$ cat src/rtl/imm_encoder.sv
// Immediate field encoder: narrows a signed value to its raw instruction immediate,
// range-checks it, and queues the result in a 2-entry valid/ready FIFO.
module imm_encoder #(
  parameter int DATA_WIDTH    = 36,
  parameter int SELECT_WIDTH  = 2,
  parameter int IMM_MAX_WIDTH = 14,
  parameter int I_WIDTH       = 8,
  parameter int ERR_CNT_WIDTH = 8
) (
  input  logic                     i_clk,
  input  logic                     i_rst,
  input  logic                     i_valid,
  output logic                     o_ready,
  input  logic [DATA_WIDTH-1:0]    i_value,
  input  logic [SELECT_WIDTH-1:0]  i_immSel,
  output logic                     o_valid,
  input  logic                     i_ready,
  output logic [IMM_MAX_WIDTH-1:0] o_immRaw,
  output logic [SELECT_WIDTH-1:0]  o_immSel,
  output logic                     o_range_err,
  input  logic                     i_clr_err,
  output logic [ERR_CNT_WIDTH-1:0] o_err_count
);

  typedef struct packed {
    logic [IMM_MAX_WIDTH-1:0] raw;
    logic [SELECT_WIDTH-1:0]  sel;
    logic                     err;
  } entry_t;

  entry_t                   r_mem [2];
  logic                     r_wptr;
  logic                     r_rptr;
  logic [1:0]               r_count;
  logic [ERR_CNT_WIDTH-1:0] r_err_cnt;

  entry_t                          w_enc;
  logic                            w_push;
  logic                            w_pop;
  logic [DATA_WIDTH-I_WIDTH:0]     w_i_hi;
  logic [DATA_WIDTH-IMM_MAX_WIDTH:0] w_j_hi;

  // A value fits a field iff every bit from the field's sign bit upward agrees.
  assign w_i_hi = i_value[DATA_WIDTH-1:I_WIDTH-1];
  assign w_j_hi = i_value[DATA_WIDTH-1:IMM_MAX_WIDTH-1];

  always_comb begin
    w_enc     = '0;
    w_enc.sel = i_immSel;
    case (i_immSel)
      SELECT_WIDTH'(0): w_enc.err = |i_value;
      SELECT_WIDTH'(1): begin
        w_enc.raw = {{(IMM_MAX_WIDTH-I_WIDTH){1'b0}}, i_value[I_WIDTH-1:0]};
        w_enc.err = !((&w_i_hi) || !(|w_i_hi));
      end
      SELECT_WIDTH'(2): begin
        w_enc.raw = i_value[IMM_MAX_WIDTH-1:0];
        w_enc.err = !((&w_j_hi) || !(|w_j_hi));
      end
      default: w_enc.err = 1'b1;
    endcase
  end

  assign o_ready     = (r_count != 2'd2) && !i_rst;
  assign o_valid     = (r_count != 2'd0);
  assign w_push      = i_valid && o_ready;
  assign w_pop       = o_valid && i_ready;
  assign o_immRaw    = r_mem[r_rptr].raw;
  assign o_immSel    = r_mem[r_rptr].sel;
  assign o_range_err = r_mem[r_rptr].err;
  assign o_err_count = r_err_cnt;

  always_ff @(posedge i_clk or posedge i_rst) begin
    if (i_rst) begin
      for (int i = 0; i < 2; i++) r_mem[i] <= '0;
      r_wptr    <= 1'b0;
      r_rptr    <= 1'b0;
      r_count   <= 2'd0;
      r_err_cnt <= '0;
    end else begin
      if (w_push) begin
        r_mem[r_wptr] <= w_enc;
        r_wptr        <= ~r_wptr;
      end
      if (w_pop) r_rptr <= ~r_rptr;
      case ({w_push, w_pop})
        2'b10:   r_count <= r_count + 2'd1;
        2'b01:   r_count <= r_count - 2'd1;
        default: r_count <= r_count;
      endcase
      // Clear wins over a same-cycle errored accept.
      if (i_clr_err)
        r_err_cnt <= '0;
      else if (w_push && w_enc.err && !(&r_err_cnt))
        r_err_cnt <= r_err_cnt + 1'b1;
    end
  end

endmodule

$ cat config.mk
export PLATFORM = sky130hd
export DESIGN_NAME = imm_encoder
export DESIGN_NICKNAME = d
export VERILOG_FILES = /design/src/rtl/imm_encoder.sv
export SDC_FILE = /design/constraint.sdc
export NUM_CORES = 1
export LEC_CHECK = 0
export ABC_CLOCK_PERIOD_IN_PS = 1700
export CORE_MARGIN = 1.5
export CORE_UTILIZATION = 43
export CTS_CLUSTER_DIAMETER = 50
export DETAILED_ROUTE_END_ITERATION = 10
export MAX_ROUTING_LAYER = met4
export PLACE_DENSITY = 0.87
export SLEW_MARGIN = 20
export SYNTH_ARGS = -nofsm -noshare
export SYNTH_HDL_FRONTEND = slang
export SYNTH_SLANG_ARGS = --single-unit
export TNS_END_PERCENT = 50
$ cat constraint.sdc
create_clock -name i_clk -period 1.7 [get_ports i_clk]
set_input_delay 0.425 -clock i_clk [delete_from_list [all_inputs] [get_ports i_clk]]
set_output_delay 0.425 -clock i_clk [all_outputs]
set_load 0.005 [all_outputs]
==> flow_summary_export.csv <==
group,metric,value,unit
timing,rsz0062_at_grt,"yes",
yosys,syn-mean-instance-area,9.40,um2
timing,fmax,464,MHz
timing,setup_viol,29,
final_layout,layout-drive-gt1-share,36.8,%
hold_path,min_path_type,"input pin to register",
clocking,cts-root-buf,"clkbuf_8",
final_layout,final_util,72.2,%
clocking,insertion_delay,0.30,ns
timing,period_needed,2.16,ns
timing,finClkSkew,0.00261,ns
global_route,grt_overflow_total,0,
yosys,synthDistinctLibCells,38,
power_and_ir_drop,ir_drop,0.576,mV
placement,numPortBuffers,69,
critical_path,required,1.89,ns
global_route,grt_pass1_vias,2562,
final_layout,multi_input_comb_area,1460,um2
floorplanning,dieArea,6100,um2
detailed_routing,avgViaCountPerCell,5.43,
final_layout,seq_area,1150,um2
status,status,"finished, violations left",
floorplanning,start_util,44.3,%
power_and_ir_drop,power,0.00446,W
yosys,yosys_warnings,0,
clocking,cts_buffer_depth,2,
yosys,synth_top_family_by_area,"simple AND/OR/NAND/NOR gates",
timing,worstMarginPinSlew,0.575,ns
global_route,antenna_found_initial,0,
global_route,grt_pass1_wl,11900,um
global_route,grt_util_all_layers,26.1,%
yosys,synth_edf_count,0,
critical_path,crit_start,"i_value[24]",
timing,fin_ws,-0.455,ns
clocking,path_clk_slew,0.08,ns
yosys,synth_mux_area_share,10.7,%
detailed_routing,via_count,2442,
placement,numPlacedInstances,429,
yosys,syn_area,2430,um2
yosys,synthesis.nets,307,
critical_path,cp-endpoint,"o_err_count[7]",
final_layout,final_common_cell,"nand2_1",
clocking,htree_levels,2,
global_route,grt_max_degree,47,
yosys,synth_xor_area_share,1.44,%
yosys,synthSimpleGateAreaFrac,20.7,%
detailed_routing,drc_errors,0,
final_layout,fill_cells,393,
timing,slew_viol_final,0,
detailed_routing,ant_nets,0,
critical_path,path_cells,"buf_6, or4_4, and4bb_2, a21boi_2, buf_4, a22oi_2, a211oi_2, mux2_1",
floorplanning,coreArea,5470,um2
yosys,syn_inst,258,
power_and_ir_drop,p_per_area,1130,nW/um2
status,violations,"negative setup slack",
clocking,cts_buffers,5,
yosys,ys_ff_latch,46,
floorplanning,num_io_pins,70,
power_and_ir_drop,p_leak,1.88,nW
final_layout,layout_common_cells,"nand2_1 (52), dfrtp_1 (45), buf_4 (40)",
floorplanning,num_rows,27,
detailed_routing,wire_per_inst,16.5,um
final_layout,syn2layout_area_growth,63.0,%
detailed_routing,wirelength,7420,um
floorplanning,die_x,78.1,um
detailed_routing,drt-initial-drc-count,130,
clocking,tritoncts,"built",
timing,finalHoldViolCount,0,
timing,fin_hold_ws,0.462,ns
placement,place_hpwl,4770,um
critical_path,cp_slowest_cell,"or4_4",
placement,place_congestion,0.850,
final_layout,num-nets-final,426,
critical_path,crit_fanout,3,
yosys,async_reset_ff_share,100,%
critical_path,worst-setup-path-type,"input pin to register",
timing,final.setup.tns,-5.32,ns
final_layout,insertedDiodeCount,0,
run,max_cap_viol_count,0,
critical_path,regToRegSetupSlack,-0.17,ns
yosys,synth-compound-area-share,13.9,%
clocking,numClockSinks,46,
timing,fin_crit_sh,127,%
critical_path,r2r-end,"o_err_count[0]",
critical_path,startpoint_type,"input pin",
floorplanning,fp.dieH,78.1,um
timing,maxSlewHeadroom,61.7,%
hold_path,whs_path_depth,3,
yosys,synth_ff_type,"dfrtp_1",
critical_path,reg2regPathDepth,7,
critical_path,slowest_delay,0.52,ns
critical_path,crit-reg2reg-launch,"o_err_count[0]",
critical_path,endpoint_kind,"register",
critical_path,arrival,2.34,ns
detailed_routing,first_pass_iters,4,
clocking,cts-hold-fix-buffers,0,
yosys,synth-adder-area-share,3.09,%
yosys,yosysSeqAreaShare,47.4,%
final_layout,instances_no_fill,450,
-- sequential cells by signal (all words and copies together), names as in the netlist --
name         flops
r_count          2
o_err_count      8
r_mem           34
r_wptr           1
r_rptr           1
-- through the flow --
stage	worst slack (ns)	instance area [um2]
3_3_place_gp	-0.998	3550
6_report	-0.455	3950
5_1_grt	-0.504	3950
3_5_place_dp	-1.04	3550
4_1_cts	-0.441	3860
2_1_floorplan	-0.537	2450
-- cell usage after synthesis (all sizes together) (6+ instances only) --
library cell / number / share of area (%)
dfrtp: 46 / 47
mux2: 23 / 11
nor2b: 6 / 1.5
inv: 7 / 1.1
nand3: 9 / 1.9
nor4: 6 / 1.5
ha: 6 / 3.1
nand2: 52 / 8.0
nor2: 13 / 2.0
o21ai: 35 / 7.2
nand4: 7 / 2.1
clkbuf: 11 / 1.7
-- area by class of cell --
| class | count | share of cell area, % |
|---|---|---|
| clock inverters | 2 | 0.348 |
| flip-flops and latches | 46 | 29.1 |
| well taps | 72 | 2.28 |
| clock buffers | 6 | 1.84 |
| inverters | 7 | 0.759 |
| multi-input cells | 194 | 37.0 |
| repair buffers | 123 | 28.7 |
-- worst min path at each step --
stage          startpoint  slack (ns)   endpoint
3_3_place_gp    r_mem[15]        0.45  r_mem[15]
5_1_grt        i_value[6]        0.49  r_mem[26]
6_report       i_value[6]        0.46  r_mem[26]
4_1_cts         r_mem[11]        0.49  r_mem[11]
3_5_place_dp    r_mem[11]        0.47  r_mem[11]
2_1_floorplan   r_mem[10]        0.44  r_mem[10]
-- worst max-delay path: cells and delay by family --
family	cells	cell delay, ns
AND/OR/NAND/NOR	2	0.89
AO/OA/AOI/OAI	3	0.47
multiplexers	1	0.32
buffers and inverters	2	0.24
-- cell families after synthesis --
group                    after synthesis
multiplexers                          23
buffers and inverters                 18
XOR/XNOR                               4
AND/OR/NAND/NOR                      105
flip-flops                            46
AO/OA/AOI/OAI                         56
adder cells (fa/ha/maj)                6
-- per-layer routing --
layer | GRT usage, % | share of wire (%) | vias to the layer above
met1 | 28.8 | 40 | 1175
met4 | 11.1 | 3.4 | 0
met3 | 5.35 | 4.3 | 23
li1 | - | - | 1159
met5 | - | 0 | -
met2 | 45.8 | 53 | 85
-- what timing repair did --
| action | CTS | global route |
|---|---|---|
| setup buffers | 8 | 4 |
| gates resized for setup | 146 | 48 |
| pin swaps | 25 | 12 |
| cloned | 1 | 1 |
| endpoints found under the hold margin | 0 | 0 |
| setup endpoints to repair | 59 | 43 |
-- where the power goes --
group          internal (W)  switching (W)
Sequential          0.00146       0.000233
Clock              0.000290       0.000373
Combinational       0.00122       0.000888
Total               0.00297        0.00149
(Power assumes the default switching activity.)
